<file path="src/rtl/multi_region_profiler.sv">
// Multi-region PC profiler: two-stage trace pipeline, per-region hit counters with
// saturation, snapshot shadows. Define PROF_IRQ_EN to add a registered saturation irq.
module multi_region_profiler #(
  parameter int NUM_REGIONS = 4,
  parameter int CNT_W       = 32
) (
  input  logic                   clk,
  input  logic                   reset,
  input  logic [0:31]            P_Trace_PC,
  input  logic                   P_Trace_Valid_Instr,
  input  logic                   prof_run,
  input  logic                   cfg_we,
  input  logic [2:0]             cfg_idx,
  input  logic [31:0]            cfg_lo,
  input  logic [31:0]            cfg_hi,
  input  logic                   cfg_en,
  input  logic                   clr,
  input  logic                   snap,
  input  logic [2:0]             rd_idx,
  output logic [CNT_W-1:0]       rd_count,
  output logic [NUM_REGIONS-1:0] sat,
  output logic                   snap_done
`ifdef PROF_IRQ_EN
  ,
  output logic                   irq
`endif
);

  logic [31:0]            pc_s1;
  logic                   vld_s1;
  logic [NUM_REGIONS-1:0] hit_c;
  logic [NUM_REGIONS-1:0] hit_s2;
  logic [31:0]            lo     [NUM_REGIONS];
  logic [31:0]            hi     [NUM_REGIONS];
  logic [NUM_REGIONS-1:0] en;
  logic [CNT_W-1:0]       cnt    [NUM_REGIONS];
  logic [CNT_W-1:0]       shadow [NUM_REGIONS];

  // Bit 0 of the trace PC is its MSB, so a plain copy keeps the numeric value.
  always_ff @(posedge clk) begin
    if (!reset || clr) begin
      pc_s1  <= '0;
      vld_s1 <= 1'b0;
    end else begin
      pc_s1  <= P_Trace_PC;
      vld_s1 <= P_Trace_Valid_Instr & prof_run;
    end
  end

  always_comb begin
    hit_c = '0;
    for (int i = 0; i < NUM_REGIONS; i++) begin
      hit_c[i] = vld_s1 && en[i] && (pc_s1 >= lo[i]) && (pc_s1 <= hi[i]);
    end
  end

  always_ff @(posedge clk) begin
    if (!reset || clr) begin
      hit_s2 <= '0;
    end else begin
      hit_s2 <= hit_c;
    end
  end

  // Index decode by equality so out-of-range cfg_idx values never alias onto a region.
  always_ff @(posedge clk) begin
    if (!reset) begin
      for (int i = 0; i < NUM_REGIONS; i++) begin
        lo[i] <= '0;
        hi[i] <= '0;
      end
      en <= '0;
    end else if (cfg_we) begin
      for (int i = 0; i < NUM_REGIONS; i++) begin
        if (cfg_idx == 3'(i)) begin
          lo[i] <= cfg_lo;
          hi[i] <= cfg_hi;
          en[i] <= cfg_en;
        end
      end
    end
  end

  always_ff @(posedge clk) begin
    if (!reset || clr) begin
      for (int i = 0; i < NUM_REGIONS; i++) begin
        cnt[i] <= '0;
      end
      sat <= '0;
    end else begin
      for (int i = 0; i < NUM_REGIONS; i++) begin
        if (hit_s2[i]) begin
          if (cnt[i] == {CNT_W{1'b1}}) begin
            sat[i] <= 1'b1;
          end else begin
            cnt[i] <= cnt[i] + CNT_W'(1);
          end
        end
      end
    end
  end

  // Shadows capture the pre-edge live value, so a same-edge clr or increment is not seen.
  always_ff @(posedge clk) begin
    if (!reset) begin
      for (int i = 0; i < NUM_REGIONS; i++) begin
        shadow[i] <= '0;
      end
      snap_done <= 1'b0;
    end else begin
      if (snap) begin
        for (int i = 0; i < NUM_REGIONS; i++) begin
          shadow[i] <= cnt[i];
        end
      end
      snap_done <= snap;
    end
  end

  always_comb begin
    rd_count = '0;
    for (int i = 0; i < NUM_REGIONS; i++) begin
      if (rd_idx == 3'(i)) begin
        rd_count = shadow[i];
      end
    end
  end

`ifdef PROF_IRQ_EN
  always_ff @(posedge clk) begin
    if (!reset || clr) begin
      irq <= 1'b0;
    end else begin
      irq <= |sat;
    end
  end
`endif

endmodule
</file>
<file path="config.mk">
export PLATFORM = sky130hd
export DESIGN_NAME = multi_region_profiler
export DESIGN_NICKNAME = d
export VERILOG_FILES = /design/src/rtl/multi_region_profiler.sv
export SDC_FILE = /design/constraint.sdc
export NUM_CORES = 1
export LEC_CHECK = 0
export BUFFER_PORTS_ARGS = -buffer_cell sky130_fd_sc_hd__clkbuf_2
export CORE_MARGIN = 4
export CORE_UTILIZATION = 67
export CTS_CLUSTER_SIZE = 8
export DETAILED_ROUTE_END_ITERATION = 8
export PLACE_DENSITY = 0.88
export SETUP_SLACK_MARGIN = 0.05
export SYNTH_ARGS = -nofsm -noshare
export SYNTH_HDL_FRONTEND = slang
export SYNTH_SLANG_ARGS = --single-unit
export TNS_END_PERCENT = 50
</file>
<file path="constraint.sdc">
create_clock -name clk -period 15.55 [get_ports clk]
set_clock_uncertainty 0.05 [all_clocks]
set_input_delay 3.8875 -clock clk [delete_from_list [all_inputs] [get_ports clk]]
set_output_delay 3.8875 -clock clk [all_outputs]
set_load 0.02 [all_outputs]
</file>
# Word-level counts from Yosys, hierarchy flattened

Memories as Yosys holds them, arrays and structs flattened.
Index checks and enable logic that the tools add are counted.

Register bits: 46
Bits in latches: 0
Memory bits (writable): 512
ROM bits: 0
Bits of input ports: 110
Output and inout bits: 37
Logic and storage cells: 137
Memories: 4

$add $sub $neg: 4
Multiply operators: 0
Divide/modulo/power cells: 0
Order comparisons: 8
Equality and inequality tests: 10
Shift-type cells: 0
Mux-type cells: 58
Bitwise gates (word level): 17
Reductions and logical operators: 24

Memory list:

| memory | words | width | rd ports | clocked after Yosys merged registers in | write ports | line | text |
|---|---|---|---|---|---|---|---|
| cnt    | 4     | 32    | 4        | 0                                       | 4           | 36   | `logic [CNT_W-1:0] cnt [NUM_REGIONS];` |
| hi     | 4     | 32    | 4        | 0                                       | 4           | 34   | `logic [31:0] hi [NUM_REGIONS];` |
| lo     | 4     | 32    | 4        | 0                                       | 4           | 33   | `logic [31:0] lo [NUM_REGIONS];` |
| shadow | 4     | 32    | 4        | 0                                       | 4           | 37   | `logic [CNT_W-1:0] shadow [NUM_REGIONS];` |

Operators with widths:

| cell                                          | count |
|---|---|
| two-way mux 32 bit                            | 20 |
| adder 32 x 1 -> 32 bit, second input constant | 4 |
| == test 32 bit, second input constant         | 4 |
| greater-or-equal comparator 32 bit            | 4 |
| less-or-equal comparator 32 bit               | 4 |
| two-way mux 1 bit                             | 38 |
| OR 1 bit                                      | 16 |
| AND reduction 2 bit                           | 8 |
| == test 3 x 2 -> 1 bit, second input constant | 4 |
| logical AND 1 bit                             | 12 |
| == test 3 x 1 -> 1 bit, second input constant | 2 |
| zero test 3 bit                               | 2 |
| bitwise AND 1 bit                             | 1 |
| zero test 1 bit                               | 1 |
| logical OR 1 bit                              | 1 |

# Logic depth before layout (Yosys ltp)

Gate-level depths: netlist of the first run.

Word-level depth: 6
Mapped depth: 9
Gate-level depth less buffers: 8

# Worst setup path before layout of the first run

OpenSTA, ideal clock, no wires.

Path kind: input to register
From: input port cfg_we
To: memory hi[0][0] (enable)
Library setup time: 0.576 ns
Arrival time: 8.859 ns
Data required time: 14.924 ns
Setup slack: 6.065 ns
Cell stages on the path: 4
Path buffers: 0
Cells stage by stage: nor2b_1 -> nor2b_1 -> inv_1 -> o21ai_0

RTL lines:

| element            | line | text |
|---|---|---|
| start: declaration | 12   | `input logic cfg_we,` |
| end: declaration   | 34   |  |

# Worst setup path in the final report of the first run

From: input port rd_idx[0]
To: output port rd_count[21]

Cells in the longest elaborated chain, start to end: 5
Elaborated cells on any way between the ends: 8
Classes of those cells: 3 x eq/ne; 4 x mux; 1 x reduce/logical

Ends and longest elaborated chain:

| element                         | line | text |
|---|---|---|
| start: declaration              | 19   | `input logic [2:0] rd_idx,` |
| zero test 3 bit                 | 123  | `if (rd_idx == 3'(i)) begin` |
| two-way mux 32 bit (3 in a row) | 123  |  |
| two-way mux 32 bit (*)          | 123  |  |
| end: declaration                | 20   | `output logic [CNT_W-1:0] rd_count,` |

Mark *: on every way between the ends. The rest lies on a longest branch, timed or not.

==> results.md, run 1 <==
- Global-route wire length before repair: around 120 mm
- # H-tree levels: 3
- Total CTS buffers: 79
- End of the worst hold path: sat[3]
- Reg2reg setup slack: 12.44 ns
- Hold buffers post-CTS: 0
- Slew Viols, Final: 0
- Final HPWL DP: ~52 mm
- Pin count of the biggest net entering global routing: 85
- P_leak: roughly 15 nW
- Fillers: roughly 2600
- Crit Path Category: in -> out
- Synthesized net count: 2910
- Top cell type's share of synthesized area: about half
- Hold WC Path Type: reg -> reg
- Primary FF master, synth: edfxtp_1
- Final hold violation count: 0
- WL/cell: about 23 microns
- Peak Freq: approximately 110 MHz
- Netlist cell types: 61
- Synth top area cells: edfxtp_1 (52%), ha_1 (11%), and2_1 (4.8%), and3_1 (4.7%), inv_1 (3.4%)
- Pwr/cell area: ~110 nW/um^2
- TNS Setup: 0 ns
- Switching share of total power: a little under a quarter
- Hold_sp: sat[3]
- Ys Warns: 0
- CTS tree: done
- Number of max-cap violations: 0
- Actual slew at the worst max-slew pin: ~1.3 ns
- Drt total wl: between 70 and 80 mm
- Post-synthesis area per instance: approximately 12 sq um
- Pre-antenna DRT Iters: 6
- Initial core utilization: about two thirds
- DRC: 0
- Buffers added on ports: about 150
- DRT iter0 DRCs: roughly 2400
- Comb power frac: roughly 7.6%
- Yosys reg bits: approximately 560
- Initial antenna violation count: 8
- Setup crit start: rd_idx[0]
- Crit path max fanout: 32
- Time the worst path needs with I/O delays and setup: ~9.3 ns
- Hold Crit Depth: 1
- Worst reg-to-reg path cell count: 7
- Arrival time worst endpoint: 5.40 ns
- Run status: complete, no violations
- # rows: 76
- R2r endpoint: cnt[1][23]
- Die X: around 220 microns
- Post-synthesis sequential area ratio: between 50 and 60%
- Syn-to-layout area delta: 11.9%
- Placed Instance Area: just over 30000 sq um
- Vias in the first global route: between 20000 and 25000
- Vias/cell: between 6 and 7
- Multi-input gate area: 12000 sq um
- Sequential cell area: around 16000 sq um
- GRT Residual Overflow: 0
- Routability Congestion: slightly below 1
- Slew HR: a little over an eighth
- Sw Pwr: between 800 and 900 uW
- RSZ-0062 raised after global routing: no
- Sequential group share of total power: between 40% and 50%
- Reg2reg start: cnt[1][0]
- Die height: around 220 microns
- Worst vdd ir: around 0.1 mV
- Setup Buffers After CTS: 0
- Setup violators final: 0
- Root buf cell: clkbuf_16
- Global Route Usage Sum: 31.9%
- Resize count post-CTS: 0
- Reg clk slew, reported paths: 0.05 ns
- Post-route ant nets: 0
- Clk Latency, worst-skew pair: between 0.6 and 0.7 ns
- Via count: between 20000 and 25000
- Count of clock tree sinks: roughly 560
- Final Cycle Share: 60.0%
- # IOs: ~150
- Fraction of layout cells with a size suffix above 1: 11.3%
- Worst EP required: 11.61 ns
- Post-synth EDFFs: 512
- Area leader, netlist: edfxtp_1
- Worst Setup Start Kind: primary input
- Core area: around 43000 sq um
- Internal power: 2.78 mW
- Fin nets: 3061
- Cell area after layout: about 33000 sq um
- Clock buffer depth: 3
- Worst setup EP type: primary output
- Clk pwr share: 43.2%
- Die ar.: approximately 48000 sq um
- Mapped Area: 29700 sq um
- FFs w/ async S/R, synth: 0%
- Mapped Cells: approximately 2500
worst max path at each step:
stage	to	slack (ns)	depth (start not counted)
floorplan	hi[0][0]	6.07	4
CTS	rd_count[21]	6.18	5
global route	rd_count[21]	6.09	5
detailed placement	rd_count[18]	6.19	5
finish	rd_count[21]	6.21	5
global placement	rd_count[15]	6.24	5
through the flow:
stage / util (%) / power, mW / hold WS [ns] / worst slack, ns / std cells
floorplan: - / 1.96 / 0.395 / 6.07 / 2540
global placement: 71.2 / 2.06 / 0.406 / 6.24 / 3195
detailed placement: 71.2 / 2.08 / 0.409 / 6.19 / 3195
CTS: 76.4 / 3.64 / 0.427 / 6.18 / 3333
global route: 76.4 / 3.76 / 0.457 / 6.09 / 3334
finish: 76.4 / 3.64 / 0.429 / 6.21 / 3337
routing by layer:
layer	wire [microns]	global-route usage (%)	up-vias
met5	46	0	-
met4	3330	13.4	8
met3	8670	8.75	231
met2	35600	50.6	1165
met1	28300	42.1	10200
li1	-	-	9417
sequential cells by signal (all words and copies together) (netlist names):
register / cells
en: 4
hit_s2: 4
lo: 128
cnt: 128
pc_s1: 32
sat: 4
vld_s1: 1
hi: 128
snap_done: 1
shadow: 128
cell families (layout without fill, tap and decap cells):
family	Yosys count	count (layout)	share of synthesized area, %
AND/OR/NAND/NOR	993	993	18.8
flip-flops	558	558	54.9
XOR/XNOR	117	117	3.45
other	0	4	0
buffers and inverters	362	570	4.78
adder cells (fa/ha/maj)	260	260	11.0
AO/OA/AOI/OAI	217	217	4.66
multiplexers	33	33	2.46
synthesized netlist by cell type (4+ instances only):
master and instances:
nand2_1 97, ha_1 260, a211oi_1 13, a31oi_1 5, a221o_1 5, a21o_1 24, xnor2_1 46, inv_1 267
a221oi_1 9, nor2b_1 39, buf_2 11, a21boi_0 4, a2111oi_0 8, edfxtp_1 512, o21ai_0 41, and4_1 29
nand4_1 58, and2_1 230, nor3_1 16, o211ai_1 6, and2_0 5, nor2_1 174, a21oi_1 82, mux4_2 32
buf_6 4, xor2_1 71, nand2b_1 7, dfxtp_1 46, clkbuf_1 75, buf_4 4, and3_1 223, nor4_1 7
nand3_1 87
final cells by class:
type | instances | share of cell area [%]
sequential | 558 | 49.1
inverter | 267 | 3.02
timing repair buffer | 165 | 2.64
antenna | 4 | 0.0301
multi-input combinational | 1620 | 36.2
clock buffer | 131 | 6.54
tap | 585 | 2.20
clock inverter | 7 | 0.264
critical path: stages:
cell and delay (ns):
clkbuf_2 0.07, buf_4 0.48, mux4_2 0.61, nor2b_1 0.15
clkbuf_2 0.18
power by group through the flow:
| stage | Clock [mW] | Sequential (mW) | Combinational [mW] |
|---|---|---|---|
| global placement | 0 | 1.81 | 0.249 |
| floorplan | 0 | 1.79 | 0.179 |
| finish | 1.57 | 1.79 | 0.278 |
| detailed placement | 0 | 1.81 | 0.269 |
| CTS | 1.58 | 1.79 | 0.275 |
| global route | 1.66 | 1.79 | 0.308 |
placed cells by master, fill, tap and decap left out, types with 13 or more instances in the layout:
cell type / n
a211oi_1: 13
a21o_1: 24
a21oi_1: 82
and2_1: 230
and3_1: 222
and4_1: 29
buf_4: 20
clkbuf_1: 52
clkbuf_16: 79
clkbuf_2: 144
dfxtp_1: 46
edfxtp_1: 512
ha_1: 260
inv_1: 267
mux4_2: 32
nand2_1: 95
nand3_1: 87
nand4_1: 58
nor2_1: 172
nor2b_1: 38
nor3_1: 15
o21ai_0: 39
xnor2_1: 46
xor2_1: 71
No activity file was read; power rests on OpenSTA's default activity.
==> inputs of run 2 (changes only) <==
--- a/config.mk
+++ b/config.mk
@@ -7,10 +7,10 @@
 export LEC_CHECK = 0
 export BUFFER_PORTS_ARGS = -buffer_cell sky130_fd_sc_hd__clkbuf_2
 export CORE_MARGIN = 4
-export CORE_UTILIZATION = 67
+export CORE_UTILIZATION = 62
 export CTS_CLUSTER_SIZE = 8
 export DETAILED_ROUTE_END_ITERATION = 8
-export PLACE_DENSITY = 0.88
+export PLACE_DENSITY = 0.82
 export SETUP_SLACK_MARGIN = 0.05
 export SYNTH_ARGS = -nofsm -noshare
 export SYNTH_HDL_FRONTEND = slang
==> constraint.sdc (replaced) <==
create_clock -name clk -period 8.9 [get_ports clk]
set_clock_uncertainty 0.05 [all_clocks]
set_input_delay 2.225 -clock clk [delete_from_list [all_inputs] [get_ports clk]]
set_output_delay 2.225 -clock clk [all_outputs]
set_load 0.02 [all_outputs]
==> run 2 against run 1 <==
Combinational power is 73% higher. Critical path depth is 1 lower. Count of clock-buffer cells in the layout is 10 lower. Non-clock buffer count is 1 lower. Register-to-register slack worse by 6.7 ns. Global-route usage is 3.5 points lower. Sequential power is 74% higher. Via count is 2.9% lower. Clock power is 77% higher. Critical endpoint is now rd_count[31]. Largest cell class unchanged. Highest routed layer is now met4.
==> results.md, run 2 (same netlist as run 1, synthesis figures left out) <==
- Run status: complete, no violations
- RSZ-0062 raised after global routing: no
- Actual slew at the worst max-slew pin: between 1 and 1.5 ns
- Worst vdd ir: between 0.15 and 0.2 mV
- Worst path depth: 4
- Hold buffers post-CTS: 0
- Fin nets: approximately 3000
- Total design power: 6.37 mW
- Pin count of the biggest net entering global routing: approximately 120
- CTS tree: done
- Die X: between 200 and 250 microns
- Worst path cell trace: clkbuf_2 > mux4_2 > nor2b_1 > clkbuf_2
- Root buf cell: clkbuf_16
- Most frequent cells in the layout: edfxtp_1 (512), inv_1 (267), ha_1 (260)
- Placed Instance Area: a little over 30000 sq um
- Slew Viols, Final: 0
- DRT iter0 DRCs: 2094
- Count of clock tree sinks: around 560
- DRC: 0
- Reg clk slew, reported paths: roughly 0.05 ns
- R2r endpoint: cnt[1][23]
- Initial antenna violation count: 6
- Worst EP required: around 6.6 ns
- Global Route Usage Sum: between 20% and 30%
- Die height: roughly 230 microns
- Initial core utilization: ~63%
- Setup crit start: rd_idx[0]
- TNS Setup: 0 ns
- WL/cell: around 22 microns
- Clock buffer depth: 3
- Largest stage delay on the critical path: 0.83 ns
- Worst Setup Start Kind: primary input
- Most common cell after layout, fill and taps aside: edfxtp_1
- Die ar.: roughly 51000 sq um
- Vias in the first global route: around 20000
- Crit Path Category: in -> out
- Pre-antenna DRT Iters: 6
- Worst path bufs/invs: 2
- Setup violators final: 0
- Fillers: around 3100
- Final HPWL DP: between 50 and 60 mm
- Global-route wire length before repair: ~110 mm
- Core Util, Final: 70.8%
- Slew HR: 16.7%
- Reg2reg setup slack: 5.71 ns
- Setup Buffers After CTS: 0
- Hold WC Path Type: reg -> reg
- Buffers added on ports: roughly 150
- Arrival time worst endpoint: slightly above 4 ns
- Most used cell, CP: clkbuf_2
- Crit path max fanout: 32
- Via count: a little over 20000
- Routability Congestion: a little under 0.9
- Reg2reg start: cnt[1][0]
- Clk Latency, worst-skew pair: slightly above 0.6 ns
- Slowest cell on the critical path: clkbuf_2
- Cell area after layout: between 30000 and 40000 sq um
- Time the worst path needs with I/O delays and setup: between 6 and 7 ns
- Number of max-cap violations: 0
- Core area: ~47000 sq um
- Peak Freq: between 150 and 200 MHz
- Total CTS buffers: 79
- Pwr/cell area: between 150 and 200 nW/um^2
- Worst reg-to-reg path cell count: 7
- GRT Residual Overflow: 0
- P_leak: between 10 and 15 nW
- Final hold violation count: 0
- Vias/cell: 6.10
- Worst setup EP type: primary output
- # rows: 79
- Fraction of layout cells with a size suffix above 1: 11.3%
- # IOs: between 100 and 150
- Setup crit end: rd_count[31]
- Final Cycle Share: 70.9%
- Drt total wl: between 70 and 80 mm
- Crit path max-delay family: buffers and inverters
- # H-tree levels: 3
- Resize count post-CTS: 0
- Syn-to-layout area delta: 12.0%
- Post-route ant nets: 0
run 2: cell types whose count changed in the layout (fill, tap and decap cells not counted), sizes merged:
cell    delta
inv        -2
diode      +1
buf        -1
clkbuf    -10
run 2: worst min-delay path by stage:
| stage | slack, ns | cells past startpoint | from | end |
|---|---|---|---|---|
| detailed placement | 0.43 | 2 | en[0] | en[0] |
| global placement | 0.41 | 2 | en[0] | en[0] |
| CTS | 0.43 | 2 | en[0] | en[0] |
| global route | 0.46 | 2 | en[0] | en[0] |
| floorplan | 0.40 | 2 | en[0] | en[0] |
| finish | 0.43 | 2 | en[1] | en[1] |
run 2: power by group:
| group | leakage [nW] | switching [mW] | internal [mW] |
|---|---|---|---|
| registers | 5.70 | 0.0966 | 3.01 |
| logic | 7.90 | 0.298 | 0.183 |
| clock network | 1.08 | 1.10 | 1.67 |
| total | 14.7 | 1.50 | 4.87 |
run 2: metrics by stage:
stage / hold slack (ns) / setup slack [ns] / cells
after floorplan: 0.395 / 1.08 / 2540
after global placement: 0.407 / 2.60 / 3216
after detailed placement: 0.427 / 2.55 / 3216
after CTS: 0.428 / 2.53 / 3342
after global routing: 0.460 / 2.39 / 3345
final: 0.433 / 2.59 / 3347
run 2: cell type report:
cell class                 instances  area, sq um  area share, %
clock buffer                     121         2180           6.55
clock inverter                     5         81.3          0.245
timing repair buffer             164          868           2.61
tap                              607          759           2.29
inverter                         267         1000           3.02
sequential                       558        16300           49.0
antenna                            5         12.5         0.0377
multi-input combinational       1620        12000           36.2
run 2: worst reg2reg max path, cell delays in order (launching register included):
cell      delay [ns]
edfxtp_1        0.45
ha_1            0.24
and4_1          0.36
nand4_4         0.20
nor3_4          0.35
nand2_2         0.11
o21bai_2        0.95
nor2_1          0.17
run 2: per-layer routing:
| layer | share of wire (%) | track usage, % | vias up |
|---|---|---|---|
| met1 | 39 | 37.5 | 9821 |
| met4 | 4.0 | 10.8 | 0 |
| li1 | - | - | 9396 |
| met2 | 48 | 46.8 | 1005 |
| met3 | 9.4 | 6.06 | 188 |
| met5 | 0 | 0 | - |
==> inputs of run 3 (changes only) <==
--- a/config.mk
+++ b/config.mk
@@ -5,12 +5,13 @@
 export SDC_FILE = /design/constraint.sdc
 export NUM_CORES = 1
 export LEC_CHECK = 0
+export ABC_AREA = 1
 export BUFFER_PORTS_ARGS = -buffer_cell sky130_fd_sc_hd__clkbuf_2
 export CORE_MARGIN = 4
-export CORE_UTILIZATION = 62
+export CORE_UTILIZATION = 56
 export CTS_CLUSTER_SIZE = 8
 export DETAILED_ROUTE_END_ITERATION = 8
-export PLACE_DENSITY = 0.82
+export PLACE_DENSITY = 0.79
 export SETUP_SLACK_MARGIN = 0.05
 export SYNTH_ARGS = -nofsm -noshare
 export SYNTH_HDL_FRONTEND = slang
==> constraint.sdc (replaced) <==
create_clock -name clk -period 5.12 [get_ports clk]
set_clock_uncertainty 0.05 [all_clocks]
set_input_delay 1.28 -clock clk [delete_from_list [all_inputs] [get_ports clk]]
set_output_delay 1.28 -clock clk [all_outputs]
set_load 0.02 [all_outputs]
==> run 3 against run 2 <==
Total power increased by 76%. Highest routed layer unchanged. Register-to-register slack got worse by 3.2 ns. Count of clock-buffer cells in the layout increased by 15. Synthesized cell count up 33%. Largest power group unchanged. Flip-flop and latch count unchanged.
==> results.md, run 3 <==
- Run status: complete, no violations
- Time the worst path needs with I/O delays and setup: 4.03 ns
- Mapped Area: 31000 sq um
- WL/cell: around 18 microns
- Area leader, netlist: edfxtp_1
- Crit path max fanout: 17
- Root buf cell: clkbuf_16
- Most common cell after layout, fill and taps aside: inv_1
- Die height: between 200 and 250 microns
- Crit Path Category: in -> out
- Worst vdd ir: 0.256 mV
- RSZ-0062 raised after global routing: no
- Final hold violation count: 0
- Setup Buffers After CTS: 0
- Post-synthesis sequential area ratio: roughly 53%
- Peak Freq: ~250 MHz
- Multi-input gate area: ~12000 sq um
- Hold WC Path Type: reg -> reg
- Vias/cell: 5.42
- Pin count of the biggest net entering global routing: between 70 and 80
- Post-synthesis area per instance: 9.16 sq um
- Synth top area cells: edfxtp_1 (50%), ha_1 (11%), inv_1 (8.1%), nor2_1 (7.6%), nand2_1 (6.5%)
- Worst EP required: approximately 3.8 ns
- Slew HR: between 20 and 30%
- Die X: roughly 240 microns
- Total CTS buffers: 80
- Clock buffer depth: 3
- # H-tree levels: 3
- Fraction of layout cells with a size suffix above 1: 10.3%
- Reg2reg setup slack: 2.49 ns
- Slew Viols, Final: 0
- Mapped Cells: between 3000 and 4000
- Final HPWL DP: 53.9 mm
- Setup violators final: 0
- Post-synth top cells: inv_1 (664), nor2_1 (626), nand2_1 (532), edfxtp_1 (512), ha_1 (260)
- # rows: 85
- Via count: 23353
- Hold buffers post-CTS: 0
- Largest stage delay on the critical path: between 0.4 and 0.5 ns
- Die ar.: ~60000 sq um
- Core Util, Final: between 60% and 70%
- Ys Warns: 0
- Most common cell in the netlist: inv_1
- Syn-to-layout area delta: 12.2%
- Fillers: 4314
- Worst path cell trace: clkbuf_2 > inv_1 > nand3_1 > inv_1 > buf_4 > a221o_1 > clkbuf_2
- Final Cycle Share: roughly 79%
- Routability Congestion: 0.924
- Top cell type's share of synthesized area: approximately 50%
- Initial core utilization: between 50 and 60%
- Global Route Usage Sum: ~26%
- Resize count post-CTS: 0
- Buffers added on ports: about 150
- Pre-antenna DRT Iters: 6
- DRC: 0
- CTS tree: done
- Diodes inserted: 0
- DRT iter0 DRCs: ~2100
- Post-synth EDFFs: between 500 and 600
- Fin nets: approximately 4000
- Worst setup EP type: primary output
- Synthesized net count: 3748
- Clk Latency, worst-skew pair: about 0.61 ns
- # IOs: ~150
- Worst Setup Start Kind: primary input
- Sequential cell area: around 16000 sq um
- Drt total wl: ~76 mm
- GRT Residual Overflow: 0
- Reg clk slew, reported paths: 0.05 ns
- Post-route ant nets: 0
- P_leak: roughly 16 nW
- Count of clock tree sinks: ~560
- Arrival time worst endpoint: 2.70 ns
- Actual slew at the worst max-slew pin: ~1.1 ns
- Initial antenna violation count: 0
- Number of max-cap violations: 0
- Core area: 54200 sq um
- Global-route wire length before repair: around 120 mm
- Yosys reg bits: ~560
- Pwr/cell area: about 320 nW/um^2
- Most frequent cells in the layout: inv_1 (664), nor2_1 (626), nand2_1 (527)
- Vias in the first global route: around 23000
- Primary FF master, synth: edfxtp_1
- FFs w/ async S/R, synth: 0%
- TNS Setup: 0 ns
- Slowest cell on the critical path: inv_1
- Netlist cell types: 48
run 3: stage by stage:
stage	std cells	power [mW]	cell area, sq um	setup WS [ns]	hold WS (ns)
6_report	4310	11.2	34700	1.09	0.403
3_3_place_gp	4169	6.31	32400	1.16	0.392
5_1_grt	4310	11.6	34700	0.997	0.437
3_5_place_dp	4169	6.35	32400	1.13	0.399
2_1_floorplan	3378	6.00	31000	1.54	0.400
4_1_cts	4310	11.3	34700	1.12	0.408
run 3: cell families after synthesis:
family	after synthesis	share of synthesized area, %
AND/OR/NAND/NOR	1471	20.8
XOR/XNOR	47	1.33
buffers and inverters	749	9.34
adder cells (fa/ha/maj)	260	10.5
AO/OA/AOI/OAI	293	5.33
flip-flops	558	52.6
run 3: final cells by class:
| cell class | count | area share [%] |
|---|---|---|
| Tap cell | 696 | 2.51 |
| Clock inverter | 5 | 0.198 |
| Inverter | 680 | 7.35 |
| Sequential cell | 558 | 46.9 |
| Clock buffer | 136 | 6.52 |
| Timing Repair Buffer | 164 | 2.56 |
| Multi-Input combinational cell | 2071 | 34.0 |
run 3: path summary, 6_finish.rpt:
check | startpoint | to | depth (start not counted)
max | rd_idx[0] | rd_count[31] | 7
min | sat[2] | sat[2] | 2
max reg2reg | cnt[0][0] | cnt[0][25] | 11
min reg2reg | sat[2] | sat[2] | 2
run 3: where the power goes:
part	switching (mW)	total (mW)	internal, mW
Clock	1.92	4.95	3.03
Combinational	0.615	0.903	0.288
Sequential	0.145	5.38	5.23
run 3: routing by layer:
| layer | vias up | GRT usage [%] | part of all wire, % |
|---|---|---|---|
| met1 | 10966 | 33.3 | 41 |
| met5 | - | 0 | 0 |
| li1 | 11294 | - | - |
| met4 | 0 | 9.13 | 3.5 |
| met2 | 928 | 43.3 | 48 |
| met3 | 165 | 4.19 | 7.7 |
run 3: worst max-delay path, delay by kind of cell:
| family | cells | cell delay, ns |
|---|---|---|
| buffers and inverters | 5 | 1.13 |
| AOI/OAI and AO/OA | 1 | 0.19 |
| and+or+nand+nor | 1 | 0.09 |
